--- src/rtl/coreaxi4sram_slvif_buf.sv ---
// -----------------------------------------------------------------------------
// coreaxi4sram_slvif_buf
// Buffered AXI4 slave interface for the AXI4 SRAM core. It sits between the
// external AXI4 slave port and main control:
//   - AW / AR : ADDR_FIFO_DEPTH-entry address FIFOs with registered heads
//   - W  / R  : 2-entry skid-buffer register slices
//   - B       : 1-entry register slice
// Every output is a flop, so there is no combinational path from the AXI
// master to main control. The one exception is b_ready_mc, which also looks
// at BREADY_S.
//
// Ports:
//   ACLK, ARESETN            clock, asynchronous active-low reset
//   AW*_S / W*_S / B*_S      AXI4 write channels (master side)
//   AR*_S / R*_S             AXI4 read channels (master side)
//   aw_*_mc, ar_*_mc         address FIFO heads to main control (valid/ready)
//   aw_err_mc, ar_err_mc     illegal-burst flag that travels with each head
//   w_*_mc                   write data to main control (valid/ready)
//   b_*_mc, r_*_mc           write response / read data from main control
//
// Optional feature (macro COREAXI4SRAM_SLVIF_BURSTCHK_EN):
//   When the macro is defined, each address FIFO entry carries one extra bit.
//   The bit flags a reserved burst type, or a WRAP burst whose length is not
//   2/4/8/16 beats. When the macro is undefined, aw_err_mc and ar_err_mc are
//   tied to 0 and the extra bit is not stored.
// -----------------------------------------------------------------------------

// Address FIFO. The head is held in a register so that the payload toward
// main control comes straight from flops. The input ready is also a flop.
module coreaxi4sram_slvif_buf_afifo #(
  parameter int W     = 8,
  parameter int DEPTH = 2
) (
  input  logic         ACLK,
  input  logic         ARESETN,
  input  logic         i_valid,
  output logic         o_ready,
  input  logic [W-1:0] i_data,
  output logic         o_valid,
  input  logic         i_ready,
  output logic [W-1:0] o_data
);
  localparam int PW = $clog2(DEPTH);
  localparam int CW = PW + 1;
  localparam logic [CW-1:0] DEPTH_C = CW'(DEPTH);

  logic [W-1:0]  r_mem [DEPTH];
  logic [PW-1:0] r_wr_ptr;
  logic [PW-1:0] r_rd_ptr;
  logic [CW-1:0] r_count;
  logic          r_ready;
  logic          r_valid;
  logic [W-1:0]  r_head;

  logic          w_push;
  logic          w_pop;
  logic [CW-1:0] w_count_next;
  logic [PW-1:0] w_rd_ptr_next;
  logic [W-1:0]  w_head_next;

  assign w_push  = i_valid && r_ready;
  assign w_pop   = r_valid && i_ready;
  assign o_ready = r_ready;
  assign o_valid = r_valid;
  assign o_data  = r_head;

  // Next count, next read pointer and the next head value.
  always_comb begin
    w_count_next  = r_count;
    w_rd_ptr_next = r_rd_ptr;
    w_head_next   = r_head;
    if (w_push && !w_pop) begin
      w_count_next = r_count + CW'(1'b1);
    end else if (!w_push && w_pop) begin
      w_count_next = r_count - CW'(1'b1);
    end else begin
      w_count_next = r_count;
    end
    if (w_pop) begin
      w_rd_ptr_next = r_rd_ptr + PW'(1'b1);
    end else begin
      w_rd_ptr_next = r_rd_ptr;
    end
    // If the slot that becomes the head is written on this same edge, the
    // memory still holds the old value, so take the incoming word directly.
    if (w_push && ((r_count == {CW{1'b0}}) || ((r_count == CW'(1'b1)) && w_pop))) begin
      w_head_next = i_data;
    end else if (w_count_next != {CW{1'b0}}) begin
      w_head_next = r_mem[w_rd_ptr_next];
    end else begin
      w_head_next = r_head;
    end
  end

  // Storage array. The pointers are reset, so the contents need no reset.
  always_ff @(posedge ACLK) begin
    if (w_push) begin
      r_mem[r_wr_ptr] <= i_data;
    end
  end

  // Pointers, occupancy, registered ready/valid and the head register.
  always_ff @(posedge ACLK or negedge ARESETN) begin
    if (!ARESETN) begin
      r_wr_ptr <= {PW{1'b0}};
      r_rd_ptr <= {PW{1'b0}};
      r_count  <= {CW{1'b0}};
      r_ready  <= 1'b0;
      r_valid  <= 1'b0;
      r_head   <= {W{1'b0}};
    end else begin
      if (w_push) begin
        r_wr_ptr <= r_wr_ptr + PW'(1'b1);
      end
      r_rd_ptr <= w_rd_ptr_next;
      r_count  <= w_count_next;
      r_ready  <= (w_count_next < DEPTH_C);
      r_valid  <= (w_count_next != {CW{1'b0}});
      r_head   <= w_head_next;
    end
  end
endmodule

// Two-entry skid buffer. Data leaves from the main register. The skid
// register catches the one beat that is accepted while main is stalled.
module coreaxi4sram_slvif_buf_skid #(
  parameter int W = 8
) (
  input  logic         ACLK,
  input  logic         ARESETN,
  input  logic         i_valid,
  output logic         o_ready,
  input  logic [W-1:0] i_data,
  output logic         o_valid,
  input  logic         i_ready,
  output logic [W-1:0] o_data
);
  logic         r_ready;
  logic         r_main_v;
  logic         r_skid_v;
  logic [W-1:0] r_main;
  logic [W-1:0] r_skid;
  logic         w_push;
  logic         w_pop;

  assign w_push  = i_valid && r_ready;
  assign w_pop   = r_main_v && i_ready;
  assign o_ready = r_ready;
  assign o_valid = r_main_v;
  assign o_data  = r_main;

  // Main and skid register update. Ready is low exactly while skid is full.
  always_ff @(posedge ACLK or negedge ARESETN) begin
    if (!ARESETN) begin
      r_ready  <= 1'b0;
      r_main_v <= 1'b0;
      r_skid_v <= 1'b0;
      r_main   <= {W{1'b0}};
      r_skid   <= {W{1'b0}};
    end else if (w_pop || !r_main_v) begin
      // Main is free this cycle. The skid beat is older than any new input.
      // Ready was low while skid was full, so no push can happen alongside it.
      if (r_skid_v) begin
        r_main   <= r_skid;
        r_main_v <= 1'b1;
        r_skid_v <= 1'b0;
      end else if (w_push) begin
        r_main   <= i_data;
        r_main_v <= 1'b1;
      end else begin
        r_main_v <= 1'b0;
      end
      r_ready <= 1'b1;
    end else if (w_push) begin
      r_skid   <= i_data;
      r_skid_v <= 1'b1;
      r_ready  <= 1'b0;
    end else begin
      r_ready <= !r_skid_v;
    end
  end
endmodule

module coreaxi4sram_slvif_buf #(
  parameter int AXI4_DWIDTH     = 64,
  parameter int AXI4_AWIDTH     = 32,
  parameter int AXI4_IDWIDTH    = 4,
  parameter int ADDR_FIFO_DEPTH = 2,
  parameter int AXI4_IFTYPE_WR  = 1,
  parameter int AXI4_IFTYPE_RD  = 1
) (
  input  logic                      ACLK,
  input  logic                      ARESETN,
  input  logic [AXI4_IDWIDTH-1:0]   AWID_S,
  input  logic [AXI4_AWIDTH-1:0]    AWADDR_S,
  input  logic [7:0]                AWLEN_S,
  input  logic [2:0]                AWSIZE_S,
  input  logic [1:0]                AWBURST_S,
  input  logic                      AWVALID_S,
  output logic                      AWREADY_S,
  input  logic [AXI4_DWIDTH-1:0]    WDATA_S,
  input  logic [AXI4_DWIDTH/8-1:0]  WSTRB_S,
  input  logic                      WLAST_S,
  input  logic                      WVALID_S,
  output logic                      WREADY_S,
  output logic [AXI4_IDWIDTH-1:0]   BID_S,
  output logic [1:0]                BRESP_S,
  output logic                      BVALID_S,
  input  logic                      BREADY_S,
  input  logic [AXI4_IDWIDTH-1:0]   ARID_S,
  input  logic [AXI4_AWIDTH-1:0]    ARADDR_S,
  input  logic [7:0]                ARLEN_S,
  input  logic [2:0]                ARSIZE_S,
  input  logic [1:0]                ARBURST_S,
  input  logic                      ARVALID_S,
  output logic                      ARREADY_S,
  output logic [AXI4_IDWIDTH-1:0]   RID_S,
  output logic [AXI4_DWIDTH-1:0]    RDATA_S,
  output logic [1:0]                RRESP_S,
  output logic                      RLAST_S,
  output logic                      RVALID_S,
  input  logic                      RREADY_S,
  output logic [AXI4_IDWIDTH-1:0]   aw_id_mc,
  output logic [AXI4_AWIDTH-1:0]    aw_addr_mc,
  output logic [7:0]                aw_len_mc,
  output logic [2:0]                aw_size_mc,
  output logic [1:0]                aw_burst_mc,
  output logic                      aw_valid_mc,
  input  logic                      aw_ready_mc,
  output logic                      aw_err_mc,
  output logic [AXI4_DWIDTH-1:0]    w_data_mc,
  output logic [AXI4_DWIDTH/8-1:0]  w_strb_mc,
  output logic                      w_last_mc,
  output logic                      w_valid_mc,
  input  logic                      w_ready_mc,
  output logic [AXI4_IDWIDTH-1:0]   ar_id_mc,
  output logic [AXI4_AWIDTH-1:0]    ar_addr_mc,
  output logic [7:0]                ar_len_mc,
  output logic [2:0]                ar_size_mc,
  output logic [1:0]                ar_burst_mc,
  output logic                      ar_valid_mc,
  input  logic                      ar_ready_mc,
  output logic                      ar_err_mc,
  input  logic [AXI4_IDWIDTH-1:0]   b_id_mc,
  input  logic [1:0]                b_resp_mc,
  input  logic                      b_valid_mc,
  output logic                      b_ready_mc,
  input  logic [AXI4_IDWIDTH-1:0]   r_id_mc,
  input  logic [AXI4_DWIDTH-1:0]    r_data_mc,
  input  logic [1:0]                r_resp_mc,
  input  logic                      r_last_mc,
  input  logic                      r_valid_mc,
  output logic                      r_ready_mc
);
  localparam int AEW = AXI4_IDWIDTH + AXI4_AWIDTH + 8 + 3 + 2;
  localparam int WEW = AXI4_DWIDTH + AXI4_DWIDTH/8 + 1;
  localparam int REW = AXI4_IDWIDTH + AXI4_DWIDTH + 2 + 1;
`ifdef COREAXI4SRAM_SLVIF_BURSTCHK_EN
  localparam int EW = AEW + 1;

  // Reserved burst type, or a WRAP burst whose length is not 2/4/8/16 beats.
  function automatic logic burst_err(input logic [1:0] burst, input logic [7:0] len);
    logic wrap_ok;
    wrap_ok = (len == 8'd1) || (len == 8'd3) || (len == 8'd7) || (len == 8'd15);
    return (burst == 2'b11) || ((burst == 2'b10) && !wrap_ok);
  endfunction
`else
  localparam int EW = AEW;
`endif

  if (AXI4_IFTYPE_WR != 0) begin : g_wr
    logic [EW-1:0]           w_aw_in;
    logic [EW-1:0]           w_aw_out;
    logic                    r_b_en;
    logic                    r_bvalid;
    logic [AXI4_IDWIDTH-1:0] r_bid;
    logic [1:0]              r_bresp;

`ifdef COREAXI4SRAM_SLVIF_BURSTCHK_EN
    assign w_aw_in   = {burst_err(AWBURST_S, AWLEN_S), AWID_S, AWADDR_S, AWLEN_S, AWSIZE_S, AWBURST_S};
    assign aw_err_mc = w_aw_out[EW-1];
`else
    assign w_aw_in   = {AWID_S, AWADDR_S, AWLEN_S, AWSIZE_S, AWBURST_S};
    assign aw_err_mc = 1'b0;
`endif
    assign {aw_id_mc, aw_addr_mc, aw_len_mc, aw_size_mc, aw_burst_mc} = w_aw_out[AEW-1:0];

    coreaxi4sram_slvif_buf_afifo #(.W(EW), .DEPTH(ADDR_FIFO_DEPTH)) u_aw_fifo (
      .ACLK(ACLK), .ARESETN(ARESETN),
      .i_valid(AWVALID_S), .o_ready(AWREADY_S), .i_data(w_aw_in),
      .o_valid(aw_valid_mc), .i_ready(aw_ready_mc), .o_data(w_aw_out)
    );

    coreaxi4sram_slvif_buf_skid #(.W(WEW)) u_w_slice (
      .ACLK(ACLK), .ARESETN(ARESETN),
      .i_valid(WVALID_S), .o_ready(WREADY_S), .i_data({WDATA_S, WSTRB_S, WLAST_S}),
      .o_valid(w_valid_mc), .i_ready(w_ready_mc), .o_data({w_data_mc, w_strb_mc, w_last_mc})
    );

    // r_b_en holds b_ready_mc low during reset and until the first edge after it.
    assign b_ready_mc = r_b_en && (!r_bvalid || BREADY_S);
    assign BVALID_S   = r_bvalid;
    assign BID_S      = r_bid;
    assign BRESP_S    = r_bresp;

    // Single-entry write response register.
    always_ff @(posedge ACLK or negedge ARESETN) begin
      if (!ARESETN) begin
        r_b_en   <= 1'b0;
        r_bvalid <= 1'b0;
        r_bid    <= {AXI4_IDWIDTH{1'b0}};
        r_bresp  <= 2'b00;
      end else begin
        r_b_en <= 1'b1;
        if (b_valid_mc && b_ready_mc) begin
          r_bvalid <= 1'b1;
          r_bid    <= b_id_mc;
          r_bresp  <= b_resp_mc;
        end else if (BREADY_S) begin
          r_bvalid <= 1'b0;
        end
      end
    end
  end else begin : g_no_wr
    assign AWREADY_S   = 1'b0;
    assign aw_id_mc    = {AXI4_IDWIDTH{1'b0}};
    assign aw_addr_mc  = {AXI4_AWIDTH{1'b0}};
    assign aw_len_mc   = 8'd0;
    assign aw_size_mc  = 3'd0;
    assign aw_burst_mc = 2'd0;
    assign aw_valid_mc = 1'b0;
    assign aw_err_mc   = 1'b0;
    assign WREADY_S    = 1'b0;
    assign w_data_mc   = {AXI4_DWIDTH{1'b0}};
    assign w_strb_mc   = {(AXI4_DWIDTH/8){1'b0}};
    assign w_last_mc   = 1'b0;
    assign w_valid_mc  = 1'b0;
    assign BID_S       = {AXI4_IDWIDTH{1'b0}};
    assign BRESP_S     = 2'b00;
    assign BVALID_S    = 1'b0;
    assign b_ready_mc  = 1'b1;
  end

  if (AXI4_IFTYPE_RD != 0) begin : g_rd
    logic [EW-1:0] w_ar_in;
    logic [EW-1:0] w_ar_out;

`ifdef COREAXI4SRAM_SLVIF_BURSTCHK_EN
    assign w_ar_in   = {burst_err(ARBURST_S, ARLEN_S), ARID_S, ARADDR_S, ARLEN_S, ARSIZE_S, ARBURST_S};
    assign ar_err_mc = w_ar_out[EW-1];
`else
    assign w_ar_in   = {ARID_S, ARADDR_S, ARLEN_S, ARSIZE_S, ARBURST_S};
    assign ar_err_mc = 1'b0;
`endif
    assign {ar_id_mc, ar_addr_mc, ar_len_mc, ar_size_mc, ar_burst_mc} = w_ar_out[AEW-1:0];

    coreaxi4sram_slvif_buf_afifo #(.W(EW), .DEPTH(ADDR_FIFO_DEPTH)) u_ar_fifo (
      .ACLK(ACLK), .ARESETN(ARESETN),
      .i_valid(ARVALID_S), .o_ready(ARREADY_S), .i_data(w_ar_in),
      .o_valid(ar_valid_mc), .i_ready(ar_ready_mc), .o_data(w_ar_out)
    );

    coreaxi4sram_slvif_buf_skid #(.W(REW)) u_r_slice (
      .ACLK(ACLK), .ARESETN(ARESETN),
      .i_valid(r_valid_mc), .o_ready(r_ready_mc), .i_data({r_id_mc, r_data_mc, r_resp_mc, r_last_mc}),
      .o_valid(RVALID_S), .i_ready(RREADY_S), .o_data({RID_S, RDATA_S, RRESP_S, RLAST_S})
    );
  end else begin : g_no_rd
    assign ARREADY_S   = 1'b0;
    assign ar_id_mc    = {AXI4_IDWIDTH{1'b0}};
    assign ar_addr_mc  = {AXI4_AWIDTH{1'b0}};
    assign ar_len_mc   = 8'd0;
    assign ar_size_mc  = 3'd0;
    assign ar_burst_mc = 2'd0;
    assign ar_valid_mc = 1'b0;
    assign ar_err_mc   = 1'b0;
    assign RID_S       = {AXI4_IDWIDTH{1'b0}};
    assign RDATA_S     = {AXI4_DWIDTH{1'b0}};
    assign RRESP_S     = 2'b00;
    assign RLAST_S     = 1'b0;
    assign RVALID_S    = 1'b0;
    assign r_ready_mc  = 1'b1;
  end
endmodule

--- config.mk ---
export PLATFORM = sky130hd
export DESIGN_NAME = coreaxi4sram_slvif_buf
export DESIGN_NICKNAME = d
export VERILOG_FILES = /design/src/rtl/coreaxi4sram_slvif_buf.sv
export SDC_FILE = /design/constraint.sdc
export NUM_CORES = 1
export LEC_CHECK = 0
export BUFFER_PORTS_ARGS = -buffer_cell sky130_fd_sc_hd__buf_2
export CAP_MARGIN = 20
export CORE_AREA = 4 4 206 228
export DETAILED_ROUTE_END_ITERATION = 7
export DIE_AREA = 0 0 210 232
export GPL_TIMING_DRIVEN = 0
export PLACE_DENSITY = 0.81
export SYNTH_ARGS = -nofsm -noshare
export SYNTH_HDL_FRONTEND = slang
export SYNTH_SLANG_ARGS = --single-unit
--- constraint.sdc ---
create_clock -name ACLK -period 4.3 [get_ports ACLK]
set_input_delay 0.86 -clock ACLK [delete_from_list [all_inputs] [get_ports ACLK]]
set_output_delay 0.86 -clock ACLK [all_outputs]
set_load 0.005 [all_outputs]
==> run metrics, run 1 <==
Synth Instances roughly 2000; Die Area 0.0487 mm^2; first-pass GRT wire length 104000 um; CP Cell Sequence inv_1, ha_1, nand3_1, mux2i_1, a32oi_2, clkbuf_1, buf_4, nor2_1, o31ai_1; Worst R2R Setup Slack 1.61 ns; number of flops mapped to enable cells by yosys 196; Fin Setup TNS 0 ns; Util after Layout 0.671; fin cells 3205; vias 17928; Final ANT Viol Nets 0; clk buf depth 3; CTS Buf Count 57; Syn. warnings 0; setup violators final 0; LEAKAGE ~13 nW; Max-slew headroom 0.423; skew final 0.0161 ns; multi-input logic area 0.00770 mm^2; Resized Gates After CTS 0; area of placed instances 0.0279 mm^2; CTS clock-pin slew for the worst setup and hold paths roughly 0.07 ns; fillers 3195; placer congestion estimate between 0.8 and 0.9; post-synth cell types 37; post-synthesis compound-gate area fraction 0.0655; sequential-to-total area share from yosys stat 0.663; die span in x 210 um; pwr/cell area roughly 700 mW/mm^2; RSZ-0062 raised after global routing false; final worst slack 1.61 ns; # clock sinks 608; FF+latch count, synth 608; adder-cell share of the synthesized area 0.00205; Arrival @ worst endpoint about 3.2 ns; post-synthesis async set-or-reset flop share 0.678; Setup Crit Path Kind reg -> reg; DRC viols 0; antenna violations before repair 26; commonest non-fill, non-tap cells in the layout 530 x buf_2, 412 x dfrtp_1, 302 x nand2_1; multiplexer share of the synthesized area 0.129; vias in the first global route 18706; # Post-CTS Setup Buffers 0; Worst path slowest cell a32oi_2; port bufs 517; vias per inst 5.59; Place WS 1.30 ns; CTS tree yes; First-pass DRT Iterations 5; min-delay worst type in -> async; share of layout cells above drive strength 1 0.305; Initial Util 0.550; CP max FO 10; I/O Pins between 500 and 600; Post-Synth Simple-Gate Area 0.115; core area 0.0444 mm^2; DRT iter0 DRCs 1463; hold slack 0.287 ns; Worst VDD drop between 0.0004 and 0.0005 V; die height roughly 230 um; H-tree levels 2; clk root buf clkbuf_16; Post-DP HPWL 47200 um; largest family of logic cells by synthesized area multiplexers; # hold bufs at CTS 0; Slew Viols, Final 0; status complete, no violations; Total Power slightly above 20 mW; Skew-Pair Late Insertion Delay roughly 0.6 ns; site row count 81; total global-route track usage 0.267; synthesized cell area about 0.024 mm^2; final worst-path cycle share 0.625; Slew @ Worst Pin 0.866 ns; xor and xnor area share after synthesis 0.00282; Fin. Hold Viols 0; drt total wl 66800 um; nets about 2800; ys flop type dfrtp_1; Req. time, crit path approximately 4.8 ns; Tmin final 2.69 ns; critical path endpoint category flip-flop; per-cell routed wire length 20.8 um; fmax around 370 MHz; Setup crit start kind flip-flop; final instance area approximately 0.030 mm^2; register area 0.0162 mm^2; placed instance count 3081; Layout area overhead 21.9%; most common library cell in the layout ignoring fill and taps buf_2; Max-cap violations 0; Congestion Overflow GR 0; Largest stage delay, worst path between 0.4 and 0.5 ns; largest net degree at the start of global routing 113; syn_area_per_cell 12.4 um^2
==> state kept, by name, indices dropped and copies added (netlist names), 4 cells and up <==
name / count
g_rd.u_ar_fifo.r_mem: 98
g_wr.u_aw_fifo.r_mem: 98
g_wr.u_w_slice.o_data: 73
g_wr.u_w_slice.r_skid: 73
g_rd.u_r_slice.o_data: 71
g_rd.u_r_slice.r_skid: 71
g_rd.u_ar_fifo.o_data: 49
g_wr.u_aw_fifo.o_data: 49
BID_S: 4
==> synth_stat cells (all sizes together) (3+ instances only) <==
| cell type | instances | area (um^2) |
|---|---|---|
| a21oi | 148 | 741 |
| and3 | 100 | 626 |
| buf | 30 | 153 |
| clkbuf | 94 | 353 |
| dfrtp | 412 | 10300 |
| edfxtp | 196 | 5890 |
| ha | 4 | 50.1 |
| inv | 10 | 37.5 |
| mux2 | 150 | 1690 |
| mux2i | 145 | 1450 |
| nand2 | 304 | 1150 |
| nand2b | 3 | 18.8 |
| nand3 | 5 | 25.0 |
| nor2 | 253 | 950 |
| o31ai | 98 | 786 |
| xnor2 | 6 | 60.1 |
==> per-layer routing <==
metal,part of all wire,global-route usage,vias to the layer above
met1,0.37,0.327,8911
met2,0.50,0.451,758
li1,-,-,8067
met3,0.092,0.0800,172
met4,0.037,0.0957,20
met5,0.0020,0,-
==> cell families (layout without fill, tap and decap cells) <==
family,count (synthesis),in the layout
buffers and inverters,134,764
other,2,21
adders and majority gates,4,4
xor gates and xnor gates,7,7
DFF,608,608
and+or+nand+nor,672,672
AOI/OAI and AO/OA,253,253
muxes,295,295
==> worst max-delay path, delay by kind of cell (launching register included) <==
family | cells | cell delay [ns]
AO/OA/AOI/OAI | 2 | 0.77
adder cells (fa/ha/maj) | 1 | 0.32
buffers and inverters | 3 | 0.80
flip-flops | 1 | 0.42
multiplexers | 1 | 0.11
AND/OR/NAND/NOR | 2 | 0.14
==> power by group <==
group          internal [mW]  leakage, nW  switching [mW]
clock network           2.76        0.885            2.14
registers               7.77         6.54           0.871
logic                   2.79         5.37            3.94
==> path summary, 6_finish.rpt <==
kind,start,endpoint,cells after the start
setup / recovery,g_wr.u_aw_fifo.r_count[0],g_wr.u_aw_fifo.o_data[35],9
hold / removal,ARESETN,g_rd.u_r_slice.r_skid[33],1
setup reg to reg,g_wr.u_aw_fifo.r_count[0],g_wr.u_aw_fifo.o_data[35],9
hold reg to reg,BVALID_S,BVALID_S,2
max in group asynchronous,ARESETN,g_wr.u_w_slice.o_data[60],4
min in group ACLK,AWSIZE_S[1],g_wr.u_aw_fifo.r_mem[1][3],1
==> area by class of cell <==
cell class,count,area share
clock inverter,21,0.00542
antenna,18,0.00151
timing repair buffer,524,0.0927
inverter,10,0.00126
clock buffer,85,0.0552
tap,581,0.0244
multi-input combinational,1234,0.259
sequential,608,0.544
buffer,124,0.0170
No activity file was read; power rests on OpenSTA's default activity.
==> inputs of run 2 (changes only) <==
ABC_AREA = 1   (was not set)
CORE_AREA = 4 4 212 234   (was 4 4 206 228)
DIE_AREA = 0 0 216 238   (was 0 0 210 232)
PLACE_DENSITY = 0.8   (was 0.81)
clock period = 2.7 ns   (was 4.3 ns; I/O delays follow)
==> run metrics, run 2 <==
status complete, no violations (unchanged); Setup crit start kind primary input (was flip-flop); H-tree levels 2 (unchanged); CP max FO 117 (was 10); Slew @ Worst Pin 0.896 ns (was 0.866 ns); per-cell routed wire length 18.8 um (was 20.8 um); syn_area_per_cell 9.99 um^2 (was 12.4 um^2); # clock sinks 608 (unchanged); first-pass GRT wire length 113000 um (was 104000 um); Post-Synth Simple-Gate Area 0.204 (was 0.115); clk buf depth 3 (unchanged); synthesized cell area 0.0257 mm^2 (was 0.0244 mm^2); hold path depth 1; placer congestion estimate 0.907 (was 0.886); RSZ-0062 raised after global routing false (unchanged); Final ANT Viol Nets 0 (unchanged); startpoint of the worst hold path ARADDR_S[27]; largest net degree at the start of global routing 118 (was 113); total global-route track usage 0.274 (was 0.267); die span in x 216 um (was 210 um); multiplexer share of the synthesized area 0.0656 (was 0.129); final worst slack 0.574 ns (was 1.61 ns); post-synth cell types 28 (was 37); adder-cell share of the synthesized area 0.00194 (was 0.00205); vias in the first global route 21171 (was 18706); Die Area 0.0514 mm^2 (was 0.0487 mm^2); clk root buf clkbuf_16 (unchanged); Max-slew headroom 0.401 (was 0.423); Crit. Startpoint ARESETN (was g_wr.u_aw_fifo.r_count[0]); vias per inst 5.45 (was 5.59); Initial Util 0.543 (was 0.550); post-synthesis compound-gate area fraction 0.0360 (was 0.0655); xor and xnor area share after synthesis 0.00136 (was 0.00282); site row count 84 (was 81); fmax roughly 470 MHz; r2r startpoint g_rd.u_ar_fifo.r_count[0] (was g_wr.u_aw_fifo.r_count[0]); most common library cell in the layout ignoring fill and taps nand2_1 (was buf_2); Setup Crit Path Kind in -> async (was reg -> reg); reg2reg end g_rd.u_ar_fifo.o_data[34] (was g_wr.u_aw_fifo.o_data[35]); Arrival @ worst endpoint 2.82 ns (was 3.18 ns); Max-cap violations 0 (unchanged); Skew-Pair Late Insertion Delay 0.61 ns (about the same); vias 21094 (was 17928); commonest non-fill, non-tap cells in the layout 907 x nand2_1, 585 x buf_2, 412 x dfrtp_1 (was 530 x buf_2, 412 x dfrtp_1, 302 x nand2_1); die height 238 um (was 232 um); LEAKAGE 15.2 nW (was 12.8 nW); Slew Viols, Final 0 (unchanged); post-synthesis async set-or-reset flop share 0.678 (unchanged); hold slack 0.134 ns (was 0.287 ns); Place WS 0.485 ns (was 1.30 ns); antenna violations before repair 22 (was 26); Util after Layout 0.661 (was 0.671); final worst-path cycle share 0.788; Top Registers g_rd.u_ar_fifo.r_mem x98, g_wr.u_aw_fifo.r_mem x98 (unchanged); cells on worst reg2reg path 9 (unchanged); port bufs 517 (unchanged); # Post-CTS Setup Buffers 0 (unchanged); Hold Path Sink g_rd.u_ar_fifo.r_mem[1][40]; sequential-to-total area share from yosys stat 0.629 (was 0.663); largest family of logic cells by synthesized area simple AND/OR/NAND/NOR gates (was multiplexers); number of flops mapped to enable cells by yosys 196 (unchanged); I/O Pins 520 (unchanged); Worst R2R Setup Slack 0.72 ns (was 1.61 ns); Req. time, crit path 3.40 ns (was 4.79 ns); placed instance count 3748 (was 3081); drt total wl 72600 um (was 66800 um); share of layout cells above drive strength 1 0.265 (was 0.305); Tmin final 2.13 ns; core area 0.0474 mm^2 (was 0.0444 mm^2); pwr/cell area 1100 mW/mm^2 (was 681 mW/mm^2); FF+latch count, synth 608 (unchanged); min-delay worst type in -> reg (was in -> async); First-pass DRT Iterations 5 (unchanged); Layout area overhead 21.6% (was 21.9%); Worst VDD drop 0.000757 V (was 0.000479 V); most common cell in the netlist nand2_1 (was dfrtp_1); share of the synthesized area in the top cell type 0.400 (was 0.422); CTS tree yes (unchanged); DRT iter0 DRCs 1828 (was 1463); Congestion Overflow GR 0 (unchanged); DRC viols 0 (unchanged); Synth area leaders dfrtp_1 40%, edfxtp_1 23%, nand2_1 13% (was dfrtp_1 42%, edfxtp_1 24%, mux2_2 6.9%); Post-DP HPWL 52000 um (was 47200 um); commonest cells in the synthesized netlist 907 x nand2_1, 412 x dfrtp_1, 221 x inv_1, 196 x edfxtp_1, 151 x nor2_1 (was 412 x dfrtp_1, 302 x nand2_1, 253 x nor2_1, 196 x edfxtp_1, 150 x mux2_2); skew final 0.0139 ns (was 0.0161 ns); CTS Buf Count 58 (was 57); nets 3428 (was 2823); Total Power 34.4 mW (was 20.3 mW); Fin. Hold Viols 0 (unchanged); critical path endpoint category async pin (was flip-flop); Synth area leader dfrtp_1 (unchanged); fin cells 3874 (was 3205); Synth Instances 2577 (was 1975); CTS clock-pin slew for the worst setup and hold paths 0.06 ns (was 0.07 ns); ys flop type dfrtp_1 (unchanged); Syn. warnings 0 (unchanged); setup violators final 0 (unchanged)
[run 2: cell count changes after synthesis, moves of 28 or more]
cell / previous run / this run
a21oi_1: 148 / 0
a31oi_1: 1 / 144
and3_1: 100 / 0
buf_2: 14 / 69
clkbuf_1: 94 / 66
inv_1: 9 / 221
mux2i_1: 145 / 0
nand2_1: 302 / 907
nand3_1: 5 / 103
nand4_1: 1 / 98
nor2_1: 253 / 151
o31ai_1: 88 / 0
[run 2: worst max path at each step]
| stage | cells past startpoint | endpoint |
|---|---|---|
| detailed placement | 3 | g_rd.u_ar_fifo.o_data[1] |
| CTS | 4 | g_rd.u_ar_fifo.o_data[3] |
| global placement | 1 | g_rd.u_ar_fifo.o_data[1] |
| floorplan | 2 | g_rd.u_ar_fifo.r_mem[0][0] |
| global route | 4 | g_rd.u_ar_fifo.o_data[3] |
| finish | 4 | g_rd.u_ar_fifo.o_data[3] |
[run 2: cell type report]
cell class | count | area (um^2)
antenna | 16 | 40.0
fill | 3524 | 16100
timing repair buffer | 526 | 2810
tap | 645 | 807
multi-input combinational | 1583 | 7980
clock inverter | 16 | 153
sequential | 608 | 16200
buffer | 158 | 739
clock buffer | 93 | 1720
inverter | 229 | 860
[run 2: layer usage]
layer | share of wire | GRT usage | up-vias | routed length (um)
met5 | 0.0014 | 0 | - | 100
met4 | 0.030 | 0.0857 | 16 | 2180
met3 | 0.10 | 0.0928 | 170 | 7270
met2 | 0.50 | 0.474 | 960 | 36700
met1 | 0.36 | 0.325 | 10334 | 26400
li1 | - | - | 9614 | -
[run 2: timing repair]
| item | 4_1_cts | 5_1_grt |
|---|---|---|
| gates resized for setup | 0 | 0 |
| endpoints found under the hold margin | 94 | 0 |
| endpoints found under the setup margin | 0 | 0 |
| hold buffers | 1 | 0 |
[run 2: cells by family (layout without fill, tap and decap cells)]
family / Yosys count / after routing
and+or+nand+nor: 1275 / 1275
DFF: 608 / 608
buffers and inverters: 387 / 1022
muxes: 150 / 150
AOI/OAI and AO/OA: 147 / 147
adders and majority gates: 4 / 4
xor gates and xnor gates: 4 / 4
other: 2 / 19
[run 2: through the flow]
step                setup TNS, ns  area, um^2
finish                          0       31300
global route                    0       31300
CTS                             0       31300
detailed placement              0       29400
global placement         -3130.49       29100
floorplan                  -88.90       25700
[run 2: power by group]
| group | internal, mW | switching (mW) | total [mW] |
|---|---|---|---|
| clock network | 4.56 | 3.48 | 8.04 |
| logic | 4.56 | 7.64 | 12.2 |
| registers | 12.6 | 1.55 | 14.2 |
[run 2: critical path, stage by stage]
cell and delay [ns]:
dlygate4sd3_1 0.57, buf_8 0.55, buf_16 0.47, buf_16 0.48
